$ cat src/rtl/icache_direct_pkg.sv
// rtl/icache_direct_pkg.sv - shared word width and FSM encodings for the instruction cache
package icache_direct_pkg;
  localparam int WORD_SIZE = 16;

  typedef enum logic [1:0] {
    IC_IDLE = 2'd0,
    IC_FILL = 2'd1,
    IC_DONE = 2'd2
  } ic_state_e;
endpackage

$ cat src/rtl/icache_line_store.sv
// rtl/icache_line_store.sv - valid/tag/data arrays with combinational read and whole-line write
module icache_line_store #(
  parameter int WORD_SIZE  = 16,
  parameter int LINE_WORDS = 4,
  parameter int NUM_LINES  = 4,
  parameter int IDX_W      = 2,
  parameter int TAG_W      = 12
) (
  input  logic                                 clk,
  input  logic                                 reset_n,
  input  logic [IDX_W-1:0]                     rd_index,
  output logic                                 rd_valid,
  output logic [TAG_W-1:0]                     rd_tag,
  output logic [LINE_WORDS-1:0][WORD_SIZE-1:0] rd_line,
  input  logic                                 wr_en,
  input  logic [IDX_W-1:0]                     wr_index,
  input  logic [TAG_W-1:0]                     wr_tag,
  input  logic [LINE_WORDS-1:0][WORD_SIZE-1:0] wr_line
);
  logic [NUM_LINES-1:0]                 valid_q, valid_d;
  logic [TAG_W-1:0]                     tag_q  [NUM_LINES];
  logic [TAG_W-1:0]                     tag_d  [NUM_LINES];
  logic [LINE_WORDS-1:0][WORD_SIZE-1:0] data_q [NUM_LINES];
  logic [LINE_WORDS-1:0][WORD_SIZE-1:0] data_d [NUM_LINES];

  always_comb begin
    valid_d = valid_q;
    tag_d   = tag_q;
    data_d  = data_q;
    if (wr_en) begin
      valid_d[wr_index] = 1'b1;
      tag_d[wr_index]   = wr_tag;
      data_d[wr_index]  = wr_line;
    end
  end

  // Only the valid bits are reset; stale tags/data are unreachable while invalid.
  always_ff @(posedge clk) begin
    if (!reset_n) valid_q <= '0;
    else          valid_q <= valid_d;
  end

  always_ff @(posedge clk) begin
    tag_q  <= tag_d;
    data_q <= data_d;
  end

  assign rd_valid = valid_q[rd_index];
  assign rd_tag   = tag_q[rd_index];
  assign rd_line  = data_q[rd_index];
endmodule

$ cat src/rtl/icache_direct.sv
// rtl/icache_direct.sv - direct-mapped read-only instruction cache with line refill FSM
module icache_direct #(
  parameter int WORD_SIZE  = icache_direct_pkg::WORD_SIZE,
  parameter int LINE_WORDS = 4,
  parameter int NUM_LINES  = 4
) (
  input  logic                             clk,
  input  logic                             reset_n,
  input  logic                             cpu_read,
  input  logic [WORD_SIZE-1:0]             cpu_addr,
  output logic [WORD_SIZE-1:0]             cpu_data,
  output logic                             cpu_ready,
  output logic                             mem_read,
  output logic [WORD_SIZE-1:0]             mem_addr,
  input  logic [LINE_WORDS*WORD_SIZE-1:0]  mem_line,
  input  logic                             mem_valid,
  output logic [WORD_SIZE-1:0]             hit_count,
  output logic [WORD_SIZE-1:0]             miss_count
);
  import icache_direct_pkg::*;

  localparam int OFF_W = $clog2(LINE_WORDS);
  localparam int IDX_W = $clog2(NUM_LINES);
  localparam int TAG_W = WORD_SIZE - OFF_W - IDX_W;

  ic_state_e            state_q, state_d;
  logic [WORD_SIZE-1:0] fill_addr_q, fill_addr_d;
  logic [WORD_SIZE-1:0] hit_count_q, hit_count_d;
  logic [WORD_SIZE-1:0] miss_count_q, miss_count_d;

  logic [OFF_W-1:0]                     offset;
  logic [IDX_W-1:0]                     index;
  logic [TAG_W-1:0]                     tag;
  logic                                 rd_valid;
  logic [TAG_W-1:0]                     rd_tag;
  logic [LINE_WORDS-1:0][WORD_SIZE-1:0] rd_line;
  logic                                 line_wr;
  logic                                 hit;

  assign offset = cpu_addr[OFF_W-1:0];
  assign index  = cpu_addr[OFF_W +: IDX_W];
  assign tag    = cpu_addr[WORD_SIZE-1 -: TAG_W];

  // The write index/tag come from the latched address so fetch-address changes mid-fill are harmless.
  assign line_wr = (state_q == IC_FILL) && mem_valid;

  icache_line_store #(
    .WORD_SIZE (WORD_SIZE),
    .LINE_WORDS(LINE_WORDS),
    .NUM_LINES (NUM_LINES),
    .IDX_W     (IDX_W),
    .TAG_W     (TAG_W)
  ) u_store (
    .clk     (clk),
    .reset_n (reset_n),
    .rd_index(index),
    .rd_valid(rd_valid),
    .rd_tag  (rd_tag),
    .rd_line (rd_line),
    .wr_en   (line_wr),
    .wr_index(fill_addr_q[OFF_W +: IDX_W]),
    .wr_tag  (fill_addr_q[WORD_SIZE-1 -: TAG_W]),
    .wr_line (mem_line)
  );

  assign hit = cpu_read && rd_valid && (rd_tag == tag) && (state_q == IC_IDLE);

  always_comb begin
    state_d      = state_q;
    fill_addr_d  = fill_addr_q;
    hit_count_d  = hit_count_q;
    miss_count_d = miss_count_q;
    case (state_q)
      IC_IDLE: begin
        if (cpu_read && hit) begin
          hit_count_d = hit_count_q + 1'b1;
        end else if (cpu_read) begin
          fill_addr_d  = {cpu_addr[WORD_SIZE-1:OFF_W], {OFF_W{1'b0}}};
          miss_count_d = miss_count_q + 1'b1;
          state_d      = IC_FILL;
        end
      end
      IC_FILL: if (mem_valid) state_d = IC_DONE;
      IC_DONE: state_d = IC_IDLE;
      default: state_d = IC_IDLE;
    endcase
  end

  always_ff @(posedge clk) begin
    if (!reset_n) begin
      state_q      <= IC_IDLE;
      fill_addr_q  <= '0;
      hit_count_q  <= '0;
      miss_count_q <= '0;
    end else begin
      state_q      <= state_d;
      fill_addr_q  <= fill_addr_d;
      hit_count_q  <= hit_count_d;
      miss_count_q <= miss_count_d;
    end
  end

  assign cpu_ready  = hit;
  assign cpu_data   = hit ? rd_line[offset] : '0;
  assign mem_read   = (state_q == IC_FILL);
  assign mem_addr   = mem_read ? fill_addr_q : '0;
  assign hit_count  = hit_count_q;
  assign miss_count = miss_count_q;
endmodule

$ cat config.mk
export PLATFORM = sky130hd
export DESIGN_NAME = icache_direct
export DESIGN_NICKNAME = d
export VERILOG_FILES = /design/src/rtl/icache_direct_pkg.sv /design/src/rtl/icache_line_store.sv /design/src/rtl/icache_direct.sv
export SDC_FILE = /design/constraint.sdc
export NUM_CORES = 1
export LEC_CHECK = 0
export CAP_MARGIN = 20
export CORE_MARGIN = 5
export CORE_UTILIZATION = 60
export CTS_CLUSTER_DIAMETER = 200
export DETAILED_ROUTE_END_ITERATION = 8
export MAX_ROUTING_LAYER = met4
export PLACE_DENSITY = 0.84
export SETUP_SLACK_MARGIN = 0.5
export SYNTH_ARGS = -nofsm -noshare
export SYNTH_HDL_FRONTEND = slang
export SYNTH_SLANG_ARGS = --single-unit
$ cat constraint.sdc
create_clock -name clk -period 14 [get_ports clk]
set_input_delay 2.1 -clock clk [delete_from_list [all_inputs] [get_ports clk]]
set_output_delay 2.1 -clock clk [all_outputs]
set_load 0.05 [all_outputs]
# Word level (Yosys, flattened, before mapping)
# Index checks and enable logic that the tools add are counted.
# W data, S select, Z words.
# classes
n_reduce_logical,11
eq_ne,5
bitwise,4
n_lt_le_gt_ge,7
n_addsub,2
mux,24
# ops
operator,count
$bwmux W256,1
$mux W64,3
$bmux W64 S2,1
$demux W64 S2,1
$bwmux W48,1
$mux W16,3
$mux W12,3
$add A16 B1 Y16 const B,2
$bmux W16 S2,1
$bmux W12 S2,1
$demux W12 S2,1
$eq A12 B12 Y1,1
$lt A2 B3 Y1 const B,3
$logic_and A1 B1 Y1,7
$ge A3 B3 Y1 const B,2
$mux W2,3
$not A2 Y3,2
$reduce_and A3 Y1,2
$ne A2 B2 Y1 const B,2
$or A4 B4 Y4,1
$pmux W2 S2,1
$lt A3 B1 Y1 const B,1
$bmux W1 S2,1
$demux W1 S2,1
other kinds (7),8
# totals
regBits,356
input_bits,84

# Logic depth before layout (Yosys ltp)
# depth
word_depth,10
ltp_mapped,12
mapped_depth_nobuf,8

# Cells and area by module
# A second synthesis with hierarchy kept.
# hier_totals
hier_cells,738
area_unflattened_um2,14088.5
# modules_own_cells
module,seq_area_each_um2,instances,cells_each,area_each_um2
icache_line_store,9208.8,1,411,11165.7
icache_direct,960.9,1,327,2922.8

# Worst setup path before layout
# OpenSTA, ideal clock, no wires.
# synth_timing
path_type,input port to flip-flop
start,input port mem_valid
end,"register u_store.data_q[100] (netlist name), enable pin"
t_arrival_ps,7829
cell_stages,2
required_time_ps,13378
slack_ps,5549
setup_ps,622
n_path_buf,0
cell_sequence,nand2_1 > nor3b_1
# synth_via
elab_chain_len,1
# synth_lines
item,line,text
"start, declared",icache_direct.sv:16,"input logic mem_valid,"
$logic_and A1 B1 Y1,icache_direct.sv:45,assign line_wr = (state_q == IC_FILL) && mem_valid;
"end signal, assigned",icache_line_store.sv:45,data_q <= data_d;
"end, declared",icache_line_store.sv:23,logic [LINE_WORDS-1:0][WORD_SIZE-1:0] data_q [NUM_LINES];
# No other way between the ends.
# A chain may end at the register's enable or synchronous reset.

# Worst setup path in the final report
# layout_timing
start,input port cpu_addr[2]
end,output port cpu_data[10]
# layout_via
elab_chain_len,8
elab_cells_between_ends,16
# layout_lines
item,line,text
"start, declared",icache_direct.sv:10,"input logic [WORD_SIZE-1:0] cpu_addr,"
$not A2 Y3 (not written as such),"icache_line_store.sv:49, icache_line_store.sv:50",
$bmux W12 S2,icache_line_store.sv:49,assign rd_tag = tag_q[rd_index];
$mux W12 (not written as such) (2 in a row),icache_line_store.sv:49,
$eq A12 B12 Y1,icache_direct.sv:66,assign hit = cpu_read && rd_valid && (rd_tag == tag) && (state_q == IC_IDLE);
$logic_and A1 B1 Y1 (2 in a row),icache_direct.sv:66,
$mux W16 *,icache_direct.sv:104,assign cpu_data = hit ? rd_line[offset] : '0;
"end, declared",icache_direct.sv:11,"output logic [WORD_SIZE-1:0] cpu_data,"
# Mark *: on every way between the ends. The rest lies on a longest branch, timed or not. The select of a mux whose other input is x is not followed.

==> key figures <==
Worst setup path
  – Reg2reg path depth: 9
  – CP required: 11900 ps
  – Reg-to-reg critical path endpoint: hit_count[8]
  – R2R Path Start: u_store.tag_q[2]
  – Critical Path AT: 6670 ps
  – Worst Setup End Kind: primary output
  – CP Max Fanout: 45
  – Worst setup startpoint: cpu_addr[2]
  – CP Launch Type: input port
  – Reg-to-reg setup timing slack: 10770 ps
  – Setup Crit Path Kind: input port to primary output

Layout
  – Finished layout cell area: 16930 um^2
  – Register area: 10170 um^2
  – Layout Utilization: 74.33%
  – Nets: 1004
  – Layout cells sized above 1: 17.29%
  – Multi-input logic area: 3613 um^2
  – Layout area overhead: 21.03%
  – Fill count: 1322
  – Finished Layout Cells: 1259

Worst hold path
  – Cells on Worst Hold Path: 2
  – Hold Startpoint: miss_count[15]
  – Hold EP: miss_count[15]
  – HP Class: register to register

Synth
  – Average cell area after synthesis: 18.55 um^2
  – Synth async-reset ratio: 0%
  – Commonest cells in the netlist: edfxtp_1, mux4_2, dfxtp_1
  – Yosys top cell area share: 65.26%
  – Mapped Area: 13990 um^2
  – Post-synth top area cell: edfxtp_1
  – Area contributors post-synth: edfxtp_1, mux4_2, dfxtp_1
  – Register bit total from synthesis: 356
  – Number of synthesized flops with an enable pin: 304
  – Syn Inst Count: 754
  – Ys Warns: 0
  – Top-count cell post-synth: edfxtp_1
  – Sequential-to-total area share from yosys stat: 72.70%
  – Cell variety after synth: 47
  – Synth Flop Type: edfxtp_1

Route
  – Wire per inst: 23.28 um
  – Vias per cell: 5.953
  – Routed Antenna Nets: 0
  – Routed vias: 7495
  – Initial drt markers: 521
  – Detailed Routing Iterations Pass 1: 5
  – WL final: 29.31 mm
  – Post-route DRC: 0

Clock network
  – CTS tree: yes
  – Post-CTS Resized: 0
  – Hold Buf Count CTS: 0
  – H-Tree Depth: 2
  – Longest Clk Path Bufs: 3
  – Root buffer cell: clkbuf_16
  – Postcts setup bufs: 0
  – Clock transition at path regs: 60 ps
  – Sink Count: 356
  – Worst-skew pair later-pin latency: 500 ps
  – Cts bufs inserted: 36

Power
  – Net Switching: 437.7 uW
  – Sw Ratio: 19.90%
  – P_int: 1.761 mW
  – Comb power frac: 5.8%
  – Clk network pwr share: 40.7%
  – P per Cell Area: 129.9 nW/um^2
  – Power share of the sequential group: 53.5%
  – Leakage: 5.450 nW
  – VDD IR-drop max: 126.5 uV

Placed design
  – Placed instance area: 15790 um^2
  – Dpl hpwl: 17.43 mm
  – Placed cell count: 1192
  – I/O Buffers: 147
  – Placer Congestion: 0.7932

Outcome
  – Status: completed

Timing
  – Pins over their slew limit: 0
  – # setup viols final: 0
  – Slew headroom: 35.54%
  – Clock Skew: 12.94 ps
  – Fmax: 114.0 MHz
  – Final period utilization: 62.65%
  – Final hold violations: 0
  – Fin crit period: 8770 ps
  – Fin Setup TNS: 0 ps
  – RSZ-0062 raised after global routing: false
  – Least-Margin Pin Slew: 966.9 ps

Die
  – Core area: 22780 um^2
  – FP Rows: 55
  – DIE AREA: 26470 um^2
  – Initial core utilization: 61.41%
  – Die width: 162.7 um
  – Die height: 162.7 um
  – Io pins: 150

GRT
  – First-pass GRT wire length: 45.31 mm
  – Pin count of the biggest net entering global routing: 66
  – GR Util All Layers: 23.17%
  – Initial antenna violation count: 3
  – Grt total ovfl: 0
  – Vias in the first global route: 7836

Job
  – Maximum Capacitance Violations: 0
==> per-stage QoR <==
stage	worst slack (ps)	total power, mW	hold WS (ps)
3_5_place_dp	4926	1.324	458.4
6_report	5230	2.199	473.6
3_3_place_gp	5028	1.320	447.6
4_1_cts	4835	2.217	472.3
5_1_grt	4950	2.269	506.4
2_1_floorplan	5549	1.270	434.8
==> cell usage in the layout, fill, tap and decap left out, drive strengths merged, types with 3 or more instances in the layout <==
master	netlist	layout
edfxtp	304	304
nor3b	3	3
nor4	9	9
dfxtp	52	52
o21ai	12	12
inv	8	8
clkinv	1	10
o31ai	4	4
nor3	8	8
nand3	23	23
o21a	3	3
or2	3	3
nand2b	7	7
nand4	6	6
xor2	9	9
mux4	89	89
nor2	25	25
a21oi	26	26
xnor2	18	18
nand2	33	33
mux2i	11	11
or3	8	8
clkbuf	18	53
o2111ai	3	3
and2	33	33
clkdlybuf4s50	0	144
buf	20	20
diode	0	3
==> layer usage <==
layer	global-route usage (%)	share of wire [%]	wire (um)
met1	31.26	41	11890
met2	37.57	51	14850
met3	4.379	6.6	1928
met4	5.414	2.2	631
met5	-	0	0
==> power by group through the flow <==
stage	logic, mW	clock network (mW)	registers (mW)
5_1_grt	0.136	0.957	1.18
6_report	0.127	0.896	1.18
3_5_place_dp	0.126	0	1.20
4_1_cts	0.128	0.914	1.18
3_3_place_gp	0.124	0	1.20
2_1_floorplan	0.0707	0	1.20
==> worst max-delay path by stage <==
stage          cells after the start                  end
6_report                          12         cpu_data[10]
5_1_grt                           12         cpu_data[10]
4_1_cts                           11         cpu_data[10]
3_5_place_dp                      11         cpu_data[10]
3_3_place_gp                      11          cpu_data[8]
2_1_floorplan                      2  u_store.data_q[100]
==> cell type report <==
cell class / count / area share (%)
sequential: 356 / 60.07
multi-input combinational: 351 / 21.34
timing repair buffer: 164 / 9.489
clock buffer: 53 / 6.134
tap: 313 / 2.313
clock inverter: 10 / 0.4065
inverter: 9 / 0.1995
antenna: 3 / 0.04434
==> cells by family after synthesis <==
| group | count (synthesis) | share of synthesized area, % |
|---|---|---|
| buf+inv | 48 | 1.619 |
| fa+ha+maj | 2 | 0.1789 |
| compound gates | 54 | 2.308 |
| simple gates | 165 | 6.225 |
| other cells | 1 | 0.02681 |
| mux | 101 | 15.25 |
| xor+xnor | 27 | 1.691 |
| flops | 356 | 72.70 |
==> flip-flops by register name, summed over array words and instances, names as in the netlist <==
name / flops
u_store.valid_q: 4
miss_count: 16
fill_addr_q: 14
u_store.data_q: 256
hit_count: 16
state_q: 2
u_store.tag_q: 48
==> worst max-delay path, stage by stage <==
cell             delay, ps
buf_4                  380
buf_4                  330
buf_16                 330
mux4_1                 650
xor2_1                 180
nor4_2                 340
o21ai_2                280
or2_1                  300
inv_1                  460
buf_4                  320
and2_1                 160
clkdlybuf4s50_1        810
No activity file was read; power rests on OpenSTA's default activity.
